[config.mk]
export PLATFORM = sky130hd
export DESIGN_NAME = abh_abl_alu
export DESIGN_NICKNAME = d
export VERILOG_FILES = /design/src/rtl/abh_abl_alu_pkg.sv /design/src/rtl/addr_unit.sv /design/src/rtl/abh_abl_alu.sv
export SDC_FILE = /design/constraint.sdc
export NUM_CORES = 1
export LEC_CHECK = 0
export ABC_CLOCK_PERIOD_IN_PS = 12020
export CORE_ASPECT_RATIO = 0.6
export CORE_MARGIN = 3
export CORE_UTILIZATION = 58
export CTS_CLUSTER_DIAMETER = 40
export DETAILED_ROUTE_END_ITERATION = 10
export PLACE_DENSITY = 0.83
export SETUP_SLACK_MARGIN = 0.3
export SYNTH_ARGS = -nofsm -noshare
export SYNTH_HDL_FRONTEND = slang
export SYNTH_SLANG_ARGS = --single-unit
[constraint.sdc]
create_clock -name clk -period 12.02 [get_ports clk]
set_input_delay 2.404 -clock clk [delete_from_list [all_inputs] [get_ports clk]]
set_output_delay 2.404 -clock clk [all_outputs]
set_load 0.005 [all_outputs]
[src/rtl/abh_abl_alu_pkg.sv]
// rtl/abh_abl_alu_pkg.sv - shared encodings for the address unit, ALU, carry-in and flag control
package abh_abl_alu_pkg;

    // ADL base source, abl_op[3:2]
    typedef enum logic [1:0] {
        ABL_BASE_ADL  = 2'b00,
        ABL_BASE_PCL  = 2'b01,
        ABL_BASE_AHL  = 2'b10,
        ABL_BASE_ZERO = 2'b11
    } abl_base_e;

    // ADL offset source, abl_op[1:0]
    typedef enum logic [1:0] {
        ABL_OFS_ZERO = 2'b00,
        ABL_OFS_DB   = 2'b01,
        ABL_OFS_R    = 2'b10,
        ABL_OFS_COND = 2'b11
    } abl_ofs_e;

    // ADH source, abh_op[3:1]
    typedef enum logic [2:0] {
        ABH_SRC_ADH     = 3'b000,
        ABH_SRC_PCH     = 3'b001,
        ABH_SRC_DB      = 3'b010,
        ABH_SRC_ZERO    = 3'b011,
        ABH_SRC_ONE     = 3'b100,
        ABH_SRC_FF      = 3'b101,
        ABH_SRC_PCH_DEC = 3'b110,
        ABH_SRC_ADH_DEC = 3'b111
    } abh_src_e;

    // ALU operand A, alu_op[1:0]
    typedef enum logic [1:0] {
        ALU_A_R    = 2'b00,
        ALU_A_DB   = 2'b01,
        ALU_A_M    = 2'b10,
        ALU_A_ZERO = 2'b11
    } alu_a_e;

    // ALU operand B, alu_op[3:2]
    typedef enum logic [1:0] {
        ALU_B_DB   = 2'b00,
        ALU_B_M    = 2'b01,
        ALU_B_ZERO = 2'b10,
        ALU_B_FF   = 2'b11
    } alu_b_e;

    // ALU function, alu_op[6:4]
    typedef enum logic [2:0] {
        ALU_ADD  = 3'b000,
        ALU_SUB  = 3'b001,
        ALU_AND  = 3'b010,
        ALU_OR   = 3'b011,
        ALU_EOR  = 3'b100,
        ALU_ROL  = 3'b101,
        ALU_ROR  = 3'b110,
        ALU_PASS = 3'b111
    } alu_fn_e;

    // Carry-in select, flag_op[9:8]
    typedef enum logic [1:0] {
        CI_ZERO     = 2'b00,
        CI_ONE      = 2'b01,
        CI_C        = 2'b10,
        CI_ZERO_ALT = 2'b11
    } ci_sel_e;

    // Special flag operation, flag_op[7:4]
    typedef enum logic [3:0] {
        FSP_NONE = 4'h0,
        FSP_CLC  = 4'h1,
        FSP_SEC  = 4'h2,
        FSP_CLI  = 4'h3,
        FSP_SEI  = 4'h4,
        FSP_CLV  = 4'h5,
        FSP_CLD  = 4'h6,
        FSP_SED  = 4'h7,
        FSP_LDP  = 4'h8,
        FSP_BIT  = 4'h9,
        FSP_IRQ  = 4'hA
    } flag_sp_e;

    // Status register bit positions
    localparam int P_C = 0;
    localparam int P_Z = 1;
    localparam int P_I = 2;
    localparam int P_D = 3;
    localparam int P_B = 4;
    localparam int P_U = 5;
    localparam int P_V = 6;
    localparam int P_N = 7;

endpackage

[src/rtl/addr_unit.sv]
// rtl/addr_unit.sv - ADL/ADH address adders, AHL latch and program counter
module addr_unit
    import abh_abl_alu_pkg::*;
(
    input  logic        clk,
    input  logic        RST_N,
    input  logic [11:0] ab_op,
    input  logic [7:0]  DB,
    input  logic [7:0]  R,
    input  logic        cond,
    output logic [15:0] AD,
    output logic [15:0] PC
);

    logic [7:0]  adl_q, adh_q, ahl_q;
    logic [15:0] pc_q;
    logic [7:0]  adl_d, adh_d;
    logic [15:0] pc_d;
    logic [7:0]  abl_base, abl_ofs, abh_src;
    logic        abl_co;

    // Low address byte: base + offset + carry-in; carry feeds the high byte
    always_comb begin
        abl_base = 8'h00;
        case (abl_base_e'(ab_op[4:3]))
            ABL_BASE_ADL:  abl_base = adl_q;
            ABL_BASE_PCL:  abl_base = pc_q[7:0];
            ABL_BASE_AHL:  abl_base = ahl_q;
            ABL_BASE_ZERO: abl_base = 8'h00;
            default:       abl_base = 8'h00;
        endcase
        abl_ofs = 8'h00;
        case (abl_ofs_e'(ab_op[2:1]))
            ABL_OFS_ZERO: abl_ofs = 8'h00;
            ABL_OFS_DB:   abl_ofs = DB;
            ABL_OFS_R:    abl_ofs = R;
            ABL_OFS_COND: abl_ofs = cond ? DB : 8'h00;
            default:      abl_ofs = 8'h00;
        endcase
        {abl_co, adl_d} = {1'b0, abl_base} + {1'b0, abl_ofs} + {8'h00, ab_op[0]};
    end

    // High address byte: selected source plus optional low-byte carry
    always_comb begin
        abh_src = 8'h00;
        case (abh_src_e'(ab_op[8:6]))
            ABH_SRC_ADH:     abh_src = adh_q;
            ABH_SRC_PCH:     abh_src = pc_q[15:8];
            ABH_SRC_DB:      abh_src = DB;
            ABH_SRC_ZERO:    abh_src = 8'h00;
            ABH_SRC_ONE:     abh_src = 8'h01;
            ABH_SRC_FF:      abh_src = 8'hFF;
            ABH_SRC_PCH_DEC: abh_src = pc_q[15:8] + 8'hFF;
            ABH_SRC_ADH_DEC: abh_src = adh_q + 8'hFF;
            default:         abh_src = 8'h00;
        endcase
        adh_d = abh_src + {7'h00, ab_op[5] & abl_co};
    end

    assign AD = {adh_d, adl_d};

    // Next PC: optionally loaded from the live address, then incremented
    always_comb begin
        pc_d = (ab_op[10] ? AD : pc_q) + {15'h0000, ab_op[11]};
    end

    // Address, AHL and PC registers; reset overrides every load
    always_ff @(posedge clk) begin
        if (!RST_N) begin
            adl_q <= 8'h00;
            adh_q <= 8'h00;
            ahl_q <= 8'h00;
            pc_q  <= 16'h0000;
        end else begin
            adl_q <= adl_d;
            adh_q <= adh_d;
            if (ab_op[9]) begin
                ahl_q <= DB;
            end
            pc_q  <= pc_d;
        end
    end

    assign PC = pc_q;

endmodule

[src/rtl/abh_abl_alu.sv]
// rtl/abh_abl_alu.sv - address unit, 8-bit ALU, status flags and branch condition (option ABH_ABL_ALU_BCD_EN)
module abh_abl_alu
    import abh_abl_alu_pkg::*;
(
    input  logic        clk,
    input  logic        RST_N,
    input  logic [11:0] ab_op,
    input  logic [7:0]  DB,
    input  logic [7:0]  R,
    input  logic [6:0]  alu_op,
    input  logic [9:0]  flag_op,
    input  logic        sync,
    input  logic        ld_m,
    input  logic        adj_m,
    input  logic        B,
    output logic [15:0] AD,
    output logic [15:0] PC,
    output logic [7:0]  P,
    output logic [7:0]  OUT,
    output logic        CO,
    output logic        cond
);

    logic [7:0] m_q;
    logic [2:0] ir_q;
    logic       bra_q;
    logic       n_q, v_q, d_q, i_q, z_q, c_q;
    logic       n_d, v_d, d_d, i_d, z_d, c_d;

    logic [7:0] alu_a, alu_b, b_eff, bin_out;
    logic [8:0] sum9;
    logic       ci, bin_co, alu_v, cond_flag;
    alu_fn_e    alu_fn;

    // flag_op[3] carries no function
    logic unused_fop3;
    assign unused_fop3 = flag_op[3];

    addr_unit u_addr (
        .clk   (clk),
        .RST_N (RST_N),
        .ab_op (ab_op),
        .DB    (DB),
        .R     (R),
        .cond  (cond),
        .AD    (AD),
        .PC    (PC)
    );

    assign alu_fn = alu_fn_e'(alu_op[6:4]);

    // Operand and carry-in selection
    always_comb begin
        alu_a = 8'h00;
        case (alu_a_e'(alu_op[1:0]))
            ALU_A_R:    alu_a = R;
            ALU_A_DB:   alu_a = DB;
            ALU_A_M:    alu_a = m_q;
            ALU_A_ZERO: alu_a = 8'h00;
            default:    alu_a = 8'h00;
        endcase
        alu_b = 8'h00;
        case (alu_b_e'(alu_op[3:2]))
            ALU_B_DB:   alu_b = DB;
            ALU_B_M:    alu_b = m_q;
            ALU_B_ZERO: alu_b = 8'h00;
            ALU_B_FF:   alu_b = 8'hFF;
            default:    alu_b = 8'h00;
        endcase
        ci = 1'b0;
        case (ci_sel_e'(flag_op[9:8]))
            CI_ZERO:     ci = 1'b0;
            CI_ONE:      ci = 1'b1;
            CI_C:        ci = c_q;
            CI_ZERO_ALT: ci = 1'b0;
            default:     ci = 1'b0;
        endcase
    end

    // Binary ALU; subtraction is addition of the complemented operand
    always_comb begin
        b_eff = (alu_fn == ALU_SUB) ? ~alu_b : alu_b;
        sum9  = {1'b0, alu_a} + {1'b0, b_eff} + {8'h00, ci};
        alu_v = (alu_a[7] == b_eff[7]) && (sum9[7] != alu_a[7]);
        bin_out = 8'h00;
        bin_co  = 1'b0;
        case (alu_fn)
            ALU_ADD, ALU_SUB: begin
                bin_out = sum9[7:0];
                bin_co  = sum9[8];
            end
            ALU_AND:  bin_out = alu_a & alu_b;
            ALU_OR:   bin_out = alu_a | alu_b;
            ALU_EOR:  bin_out = alu_a ^ alu_b;
            ALU_ROL: begin
                bin_out = {alu_a[6:0], ci};
                bin_co  = alu_a[7];
            end
            ALU_ROR: begin
                bin_out = {ci, alu_a[7:1]};
                bin_co  = alu_a[0];
            end
            ALU_PASS: bin_out = alu_a;
            default:  bin_out = alu_a;
        endcase
    end

`ifdef ABH_ABL_ALU_BCD_EN
    logic       dec_en, lo_c, hi_c;
    logic [4:0] lo_s, hi_s;
    logic [3:0] lo_r, hi_r;

    // Per-nibble decimal correction of add/sub when D and adj_m are both set
    always_comb begin
        dec_en = d_q & adj_m & ((alu_fn == ALU_ADD) || (alu_fn == ALU_SUB));
        lo_s = {1'b0, alu_a[3:0]} + {1'b0, b_eff[3:0]} + {4'h0, ci};
        if (alu_fn == ALU_SUB) begin
            lo_c = lo_s[4];
            lo_r = lo_c ? lo_s[3:0] : lo_s[3:0] - 4'd6;
        end else begin
            lo_c = lo_s > 5'd9;
            lo_r = lo_c ? lo_s[3:0] + 4'd6 : lo_s[3:0];
        end
        hi_s = {1'b0, alu_a[7:4]} + {1'b0, b_eff[7:4]} + {4'h0, lo_c};
        if (alu_fn == ALU_SUB) begin
            hi_c = hi_s[4];
            hi_r = hi_c ? hi_s[3:0] : hi_s[3:0] - 4'd6;
        end else begin
            hi_c = hi_s > 5'd9;
            hi_r = hi_c ? hi_s[3:0] + 4'd6 : hi_s[3:0];
        end
        OUT = dec_en ? {hi_r, lo_r} : bin_out;
        CO  = dec_en ? hi_c : bin_co;
    end
`else
    logic unused_adj_m;
    assign unused_adj_m = adj_m;
    assign OUT = bin_out;
    assign CO  = bin_co;
`endif

    // Next flag values: ALU updates first, special operations override
    always_comb begin
        n_d = n_q;
        v_d = v_q;
        d_d = d_q;
        i_d = i_q;
        z_d = z_q;
        c_d = c_q;
        if (flag_op[0]) begin
            n_d = OUT[7];
            z_d = (OUT == 8'h00);
        end
        if (flag_op[1]) begin
            c_d = CO;
        end
        if (flag_op[2]) begin
            v_d = alu_v;
        end
        case (flag_sp_e'(flag_op[7:4]))
            FSP_CLC: c_d = 1'b0;
            FSP_SEC: c_d = 1'b1;
            FSP_CLI: i_d = 1'b0;
            FSP_SEI: i_d = 1'b1;
            FSP_CLV: v_d = 1'b0;
            FSP_CLD: d_d = 1'b0;
            FSP_SED: d_d = 1'b1;
            FSP_LDP: begin
                n_d = DB[P_N];
                v_d = DB[P_V];
                d_d = DB[P_D];
                i_d = DB[P_I];
                z_d = DB[P_Z];
                c_d = DB[P_C];
            end
            FSP_BIT: begin
                n_d = DB[7];
                v_d = DB[6];
                z_d = ((R & DB) == 8'h00);
            end
            FSP_IRQ: begin
                i_d = 1'b1;
                d_d = 1'b0;
            end
            default: ;
        endcase
    end

    // Flag, M, IR and branch-latch registers
    always_ff @(posedge clk) begin
        if (!RST_N) begin
            n_q   <= 1'b0;
            v_q   <= 1'b0;
            d_q   <= 1'b0;
            i_q   <= 1'b1;
            z_q   <= 1'b0;
            c_q   <= 1'b0;
            m_q   <= 8'h00;
            ir_q  <= 3'b000;
            bra_q <= 1'b0;
        end else begin
            n_q <= n_d;
            v_q <= v_d;
            d_q <= d_d;
            i_q <= i_d;
            z_q <= z_d;
            c_q <= c_d;
            if (ld_m) begin
                m_q <= DB;
            end
            if (sync) begin
                ir_q  <= DB[7:5];
                bra_q <= (DB == 8'h80);
            end
        end
    end

    // Branch condition: unconditional branch, else selected flag against IR[5]
    always_comb begin
        case (ir_q[2:1])
            2'd0:    cond_flag = n_q;
            2'd1:    cond_flag = v_q;
            2'd2:    cond_flag = c_q;
            default: cond_flag = z_q;
        endcase
        cond = bra_q | (cond_flag == ir_q[0]);
    end

    // Status byte assembly
    always_comb begin
        P      = 8'h00;
        P[P_N] = n_q;
        P[P_V] = v_q;
        P[P_U] = 1'b1;
        P[P_B] = B;
        P[P_D] = d_q;
        P[P_I] = i_q;
        P[P_Z] = z_q;
        P[P_C] = c_q;
    end

endmodule

==> impl_metrics.csv <==
group,metric,value,unit
sta,max_freq,102.7,MHz
worst_setup_path,critPathMaxFanout,9,
placement,place_congestion,0.9688,
sta,relSlewSlack,0.2149,
placement,hpwl,13.32,mm
worst_setup_path,crit_required,9.62,ns
sta,fin_crit_sh,0.8099,
clock_tree,clock_latency,0.34,ns
clock_tree,ctsLongestPathBuffers,2,
global_routing,grt_max_degree,42,
synthesis,synth_cell_types,72,
detailed_routing,drtAntennaViolNets,0,
run_status,run_status,"completed",
cells_and_area,nNetsFinal,876,
cells_and_area,diodes,0,
global_routing,grt_pass1_vias,5437,
die,ioPinCount,101,
die,dieHeight,81.68,um
min_path,hold_path_class,"reg -> reg",
detailed_routing,vias,5795,
synthesis,syn-num-nets,817,
clock_tree,clkTransAtPathRegs,0.06,ns
clock_tree,ctsHoldBuffers,0,
cells_and_area,syn_to_final_growth,22.06,%
worst_setup_path,crit_arrival,7.33,ns
clock_tree,cts_buffers,9,
sta,min_period,9.734,ns
worst_setup_path,crit_type,"in -> out",
flow_run,cap_viol_max_count,0,
detailed_routing,initialDrtViolationCount,652,
placement,preCtsSetupSlack,2.587,ns
detailed_routing,drt-pass1-iter-count,5,
detailed_routing,wirelength,17.41,mm
cells_and_area,fin_area,6758,um^2
die,placementRows,26,
synthesis,yosys.area.top_type,"dfxtp_1",
synthesis,syn-instance-count,726,
die,die_w,132.1,um
clock_tree,cts_tree,"yes",
cells_and_area,drive_above_1_share,0.05190,
sta,hold_viol_final,0,
synthesis,synth_top_area_frac,0.2097,
detailed_routing,drt-vias-per-instance,6.326,
sta,setup_ws,2.286,ns
power,power.density,122.4,nW/um^2
detailed_routing,route.detailed.drc,0,
die,fp.coreArea,8881,um^2
sta,setup_violations,0,
clock_tree,postCtsSetupBuffers,0,
sta,maxSlewViolCount,0,
global_routing,antenna_found_initial,0,
sta,grt_setup_unrepaired,"no",
power,power_leakage,2.852,nW
sta,finClkSkew,0.008206,ns
die,die-area,10790,um^2
synthesis,synth_common_cells,"77 x nor2_1, 65 x nand2_1, 58 x dfxtp_1, 58 x o21ai_0, 52 x mux2i_1",
die,initial_utilization,0.6234,
clock_tree,cts_root_buffer,"clkbuf_16",
global_routing,groute.usage.overall,0.3257,
global_routing,grt_pass1_wl,27.86,mm
synthesis,seq_area_frac_synth,0.2097,
power,ir_drop,0.00009003,V
synthesis,ys_ff_latch,58,
worst_setup_path,crit_path_end_kind,"primary output",
synthesis,netlist_top_cells_area,"dfxtp_1 21%, mux2i_1 9.4%, ha_1 8.1%",
synthesis,avgSynthCellArea,7.626,um^2
synthesis,netlist_area,5537,um^2
placement,port_buffers,95,
synthesis,synth_edf_count,0,
sta,fin_setup_tns,0,ns
detailed_routing,wire_per_inst,19.01,um
synthesis,synth_ff_type,"dfxtp_1",
synthesis,synth_most_common_cell,"nor2_1",
worst_setup_path,crit_path_start_kind,"input pin",
clock_tree,numClockSinks,58,
placement,place_area,6431,um^2
synthesis,ys_warn_count,0,
clock_tree,cts_resized,0,
synthesis,async_reset_ff_frac,0,
sta,tightest_slew,1.174,ns
global_routing,globalRouteOverflowTotal,0,
clock_tree,cts.htree.levels,3,
power by group:
part | total, mW | internal, mW | switching (mW)
Sequential | 0.231 | 0.212 | 0.0190
Combinational | 0.313 | 0.152 | 0.161
Clock | 0.284 | 0.183 | 0.101
Total | 0.827 | 0.547 | 0.281
sequential cells by signal, summed over array words and instances (netlist names):
| signal | count |
|---|---|
| u_addr.ahl_q | 8 |
| bra_q | 1 |
| u_addr.PC | 16 |
| u_addr.adl_q | 8 |
| c_q | 1 |
| d_q | 1 |
| i_q | 1 |
| m_q | 8 |
| v_q | 1 |
| ir_q | 3 |
| u_addr.adh_q | 8 |
| n_q | 1 |
| z_q | 1 |
cell usage in the layout, fill, tap and decap left out, types with 22 or more instances in the layout:
master and n:
a21oi_1 37, nand2_1 65, mux2i_1 52, ha_1 36, clkdlybuf4s50_1 95, xnor2_1 23, dfxtp_1 58, nor2_1 77
inv_1 40, o21ai_0 58, and2_1 22
worst paths after layout:
check	startpoint	to	slack [ns]	cells past startpoint
worst max-delay path	alu_op[1]	OUT[7]	2.29	14
worst min-delay path	bra_q	bra_q	0.49	2
worst max register to register	ir_q[1]	u_addr.PC[15]	6.38	22
worst min register to register	bra_q	bra_q	0.49	2
stage by stage:
stage          hold slack, ns  utilization  cells  total power [mW]
3_3_place_gp           0.4600       0.7241    900            0.5280
5_1_grt                0.5216       0.7609    916            0.8672
6_report               0.4890       0.7609    916            0.8273
4_1_cts                0.4854       0.7609    916            0.8230
2_1_floorplan          0.4507            -    726            0.4208
3_5_place_dp           0.4791       0.7241    900            0.5389
layer usage:
layer  track usage  vias to the layer above  share of wire
met5             0                        -              0
met3       0.09976                       32           0.13
met4       0.07862                        0          0.013
met1        0.4686                     2741           0.45
li1              -                     2671              -
met2        0.4755                      351           0.41
cells by family after synthesis:
kind of cell               after synthesis  synth area share
and+or+nand+nor                        251            0.2249
AOI/OAI and AO/OA                      187            0.2197
buffers and inverters                   92           0.07118
muxes                                   60            0.1168
DFF                                     58            0.2097
adders and majority gates               40           0.09582
xor gates and xnor gates                37           0.06124
other                                    1         0.0006773
critical path, cell delays in order:
cell,delay [ns]
clkdlybuf4s50_1,0.68
nor2b_1,0.58
nand2_1,0.12
o21ai_0,0.18
inv_1,0.22
fa_1,0.55
nor2b_1,0.13
o21ai_0,0.11
a21boi_0,0.61
o21ai_0,0.29
a21oi_1,0.31
xor2_1,0.13
mux4_2,0.53
clkdlybuf4s50_1,0.48
cell type report:
type,count,area (um^2)
fillers,677,2123
multi-input cells,576,3981
flip-flops and latches,58,1161
clock inverters,7,101.3
clock buffers,9,225.2
inverters,42,157.7
repair buffers,98,973.4
well taps,126,157.7
Note: power is estimated with default switching activity, not from simulation.
==> patch (config.mk and constraints unchanged) <==
`pc_q` no longer has a reset.
--- a/src/rtl/addr_unit.sv
+++ b/src/rtl/addr_unit.sv
@@ -71,5 +71,4 @@
             adh_q <= 8'h00;
             ahl_q <= 8'h00;
-            pc_q  <= 16'h0000;
         end else begin
             adl_q <= adl_d;
@@ -78,6 +77,9 @@
                 ahl_q <= DB;
             end
-            pc_q  <= pc_d;
         end
+    end
+
+    always_ff @(posedge clk) begin
+        pc_q <= pc_d;
     end
 
Formal check against the unedited RTL: not equivalent (a bounded check fails within 4 cycles, from zero or initial values and one cycle with RST_N low).
==> patch against the unedited design <==
- hold slack worse by 0.0033 ns
- synthesized area is 0.59% lower
- synthesized cell count is 4.7% lower
- wire length is 5.5% lower
- count of clock-buffer cells in the layout stayed put
- sequential share of layout area is 0.20 points higher
- power is 13% higher
- sequential cell count stayed put
- critical path depth stayed put
- worst setup slack worse by 0.12 ns
- utilization is 0.58 points lower
- cell area is 1.1% lower
- largest power group unchanged
==> patch: results (changes against the unedited design) <==
Routing
  – Pre-antenna DRT Iters: 5 (unchanged)
  – Met2 WL post-DR: 6940 microns (-2.1%)
  – WL met3: 1600 microns (-31%)
  – DR iter-0 viols: 446 (-32%)
  – Antenna-violating nets left: 0 (unchanged)
  – Wl on met1: 7830 microns (+0.72%)
  – Top Metal Used: met4
  – Via/cell ratio: 6.06 (-4.3%)
  – Total Routed Length: 16500 microns (-5.5%)

Clock network
  – Post-CTS setup buffer count: 0 (unchanged)
  – Post_cts resized: 0 (unchanged)
  – Deepest clock path buffer count: 2 (unchanged)
  – Root buffer cell: clkbuf_16
  – CTS tree: yes
  – Clock latency at the later pin of the worst-skew pair: 0.34 ns (about the same)
  – CTS Buf Count: 9 (unchanged)
  – Reg clk slew, reported paths: 0.05 ns

Yosys
  – Synth unique cells: 76 (+5.6%)
  – Synth warn: 0 (unchanged)
  – Async set or reset register ratio after synthesis: 0 (unchanged)
  – Synthesized Nets: 783 (-4.2%)
  – Sequential-to-total area share from yosys stat: 0.211 (+0.00124)
  – Synth top area cells: dfxtp_1 21%, mux2i_1 10%, ha_1 8.2%
  – Avg Synthesized Cell Area: 7.95 sq um (+4.3%)
  – Primary FF master, synth: dfxtp_1
  – Post-synth top cells: 73 x nand2_1, 58 x dfxtp_1, 57 x mux2i_1
  – Post-synth top area share: 0.211 (+0.00124)

Pwr
  – Peak VDD IR: 0.108 mV (+20%)
  – Static Leak: 2.78 nW (-2.6%)

GRT
  – Pin count of the biggest net entering global routing: 44 (+4.8%)
  – Overall routing resource usage: 0.307 (-0.0184)
  – Vias in the first global route: 5038 (-7.3%)
  – Initial antenna violation count: 0 (unchanged)
  – First-pass GRT wire length: 26500 microns (-5.1%)

Layout
  – Non-filler cells, final: 881 (-3.8%)
  – Share of layout cells above drive strength 1: 0.0583 (+0.00638)
  – Max reg flops: 16 (unchanged)
  – N_diodes: 0 (unchanged)
  – NumNets Final: 841 (-4.0%)

STA
  – Clk_skew: 0.00979 ns (+0.00158 ns)
  – Worst-Margin Slew: 1.05 ns (-0.122 ns)

Setup path
  – CP max stage delay: 0.72 ns (+0.04 ns)
  – CP Max Fanout: 16 (+7)
  – Crit path max-delay cell type: clkdlybuf4s50_1
  – Crit path DAT: 7.45 ns (+0.12 ns)
  – CP delay by family, top: simple AND/OR/NAND/NOR gates

Place
  – GPL Wtd Cong: 0.928 (-4.3%)
  – Dpl cells: 865 (-3.9%)
  – Hpwl dp: 12600 microns (-5.1%)
  – Placed inst area: 6380 sq um (-0.82%)
  – Buffers on Ports: 95 (unchanged)
  – Worst slack, placed: 2.35 ns (-0.239 ns)

Min path
  – Worst Hold Class: reg -> reg

Outcome
  – Status: completed
[patch: cell count changes after synthesis, sizes merged, moves of 7 or more]
cell    unedited run  this run
a21oi             37        27
nand2             65        73
a211oi            12         5
nor2b             13        34
o21a              11         3
nor2              77        43
xor2              13        20
[patch: path summary, 6_finish.rpt]
check / startpoint / end / slack, ns / cells past startpoint
worst max-delay path: alu_op[6] / OUT[6] / 2.17 / 14
worst min-delay path: bra_q / bra_q / 0.49 / 2
worst max register to register: ir_q[1] / u_addr.PC[15] / 6.15 / 22
worst min register to register: bra_q / bra_q / 0.49 / 2
[patch: logic make-up (layout without fill, tap and decap cells)]
logic type / count (synthesis) / after routing / share of synthesized area
xor gates and xnor gates: 47 / 47 / 0.0762
buffers and inverters: 92 / 155 / 0.0752
DFF: 58 / 58 / 0.211
and+or+nand+nor: 233 / 233 / 0.218
adders and majority gates: 40 / 40 / 0.0964
AOI/OAI and AO/OA: 154 / 154 / 0.188
other: 1 / 1 / 0.000681
muxes: 67 / 67 / 0.135
[patch: layer usage]
metal  vias to the layer above  GRT usage
li1                       2514          -
met2                       251      0.482
met5                         -          0
met3                         9     0.0949
met4                         0     0.0545
met1                      2562      0.426
[patch: layout make-up]
cell class | instances | area, sq um
sequential | 58 | 1160
multi-input combinational | 542 | 3930
timing repair buffer | 99 | 981
fill | 681 | 2170
tap | 126 | 158
clock inverter | 7 | 77.6
clock buffer | 9 | 225
inverter | 40 | 150
[patch: power by group]
| group | leakage [nW] | switching [mW] | internal, mW |
|---|---|---|---|
| clock network | 0.134 | 0.100 | 0.161 |
| registers | 0.482 | 0.0409 | 0.228 |
| logic | 2.16 | 0.196 | 0.210 |
| total | 2.78 | 0.337 | 0.599 |
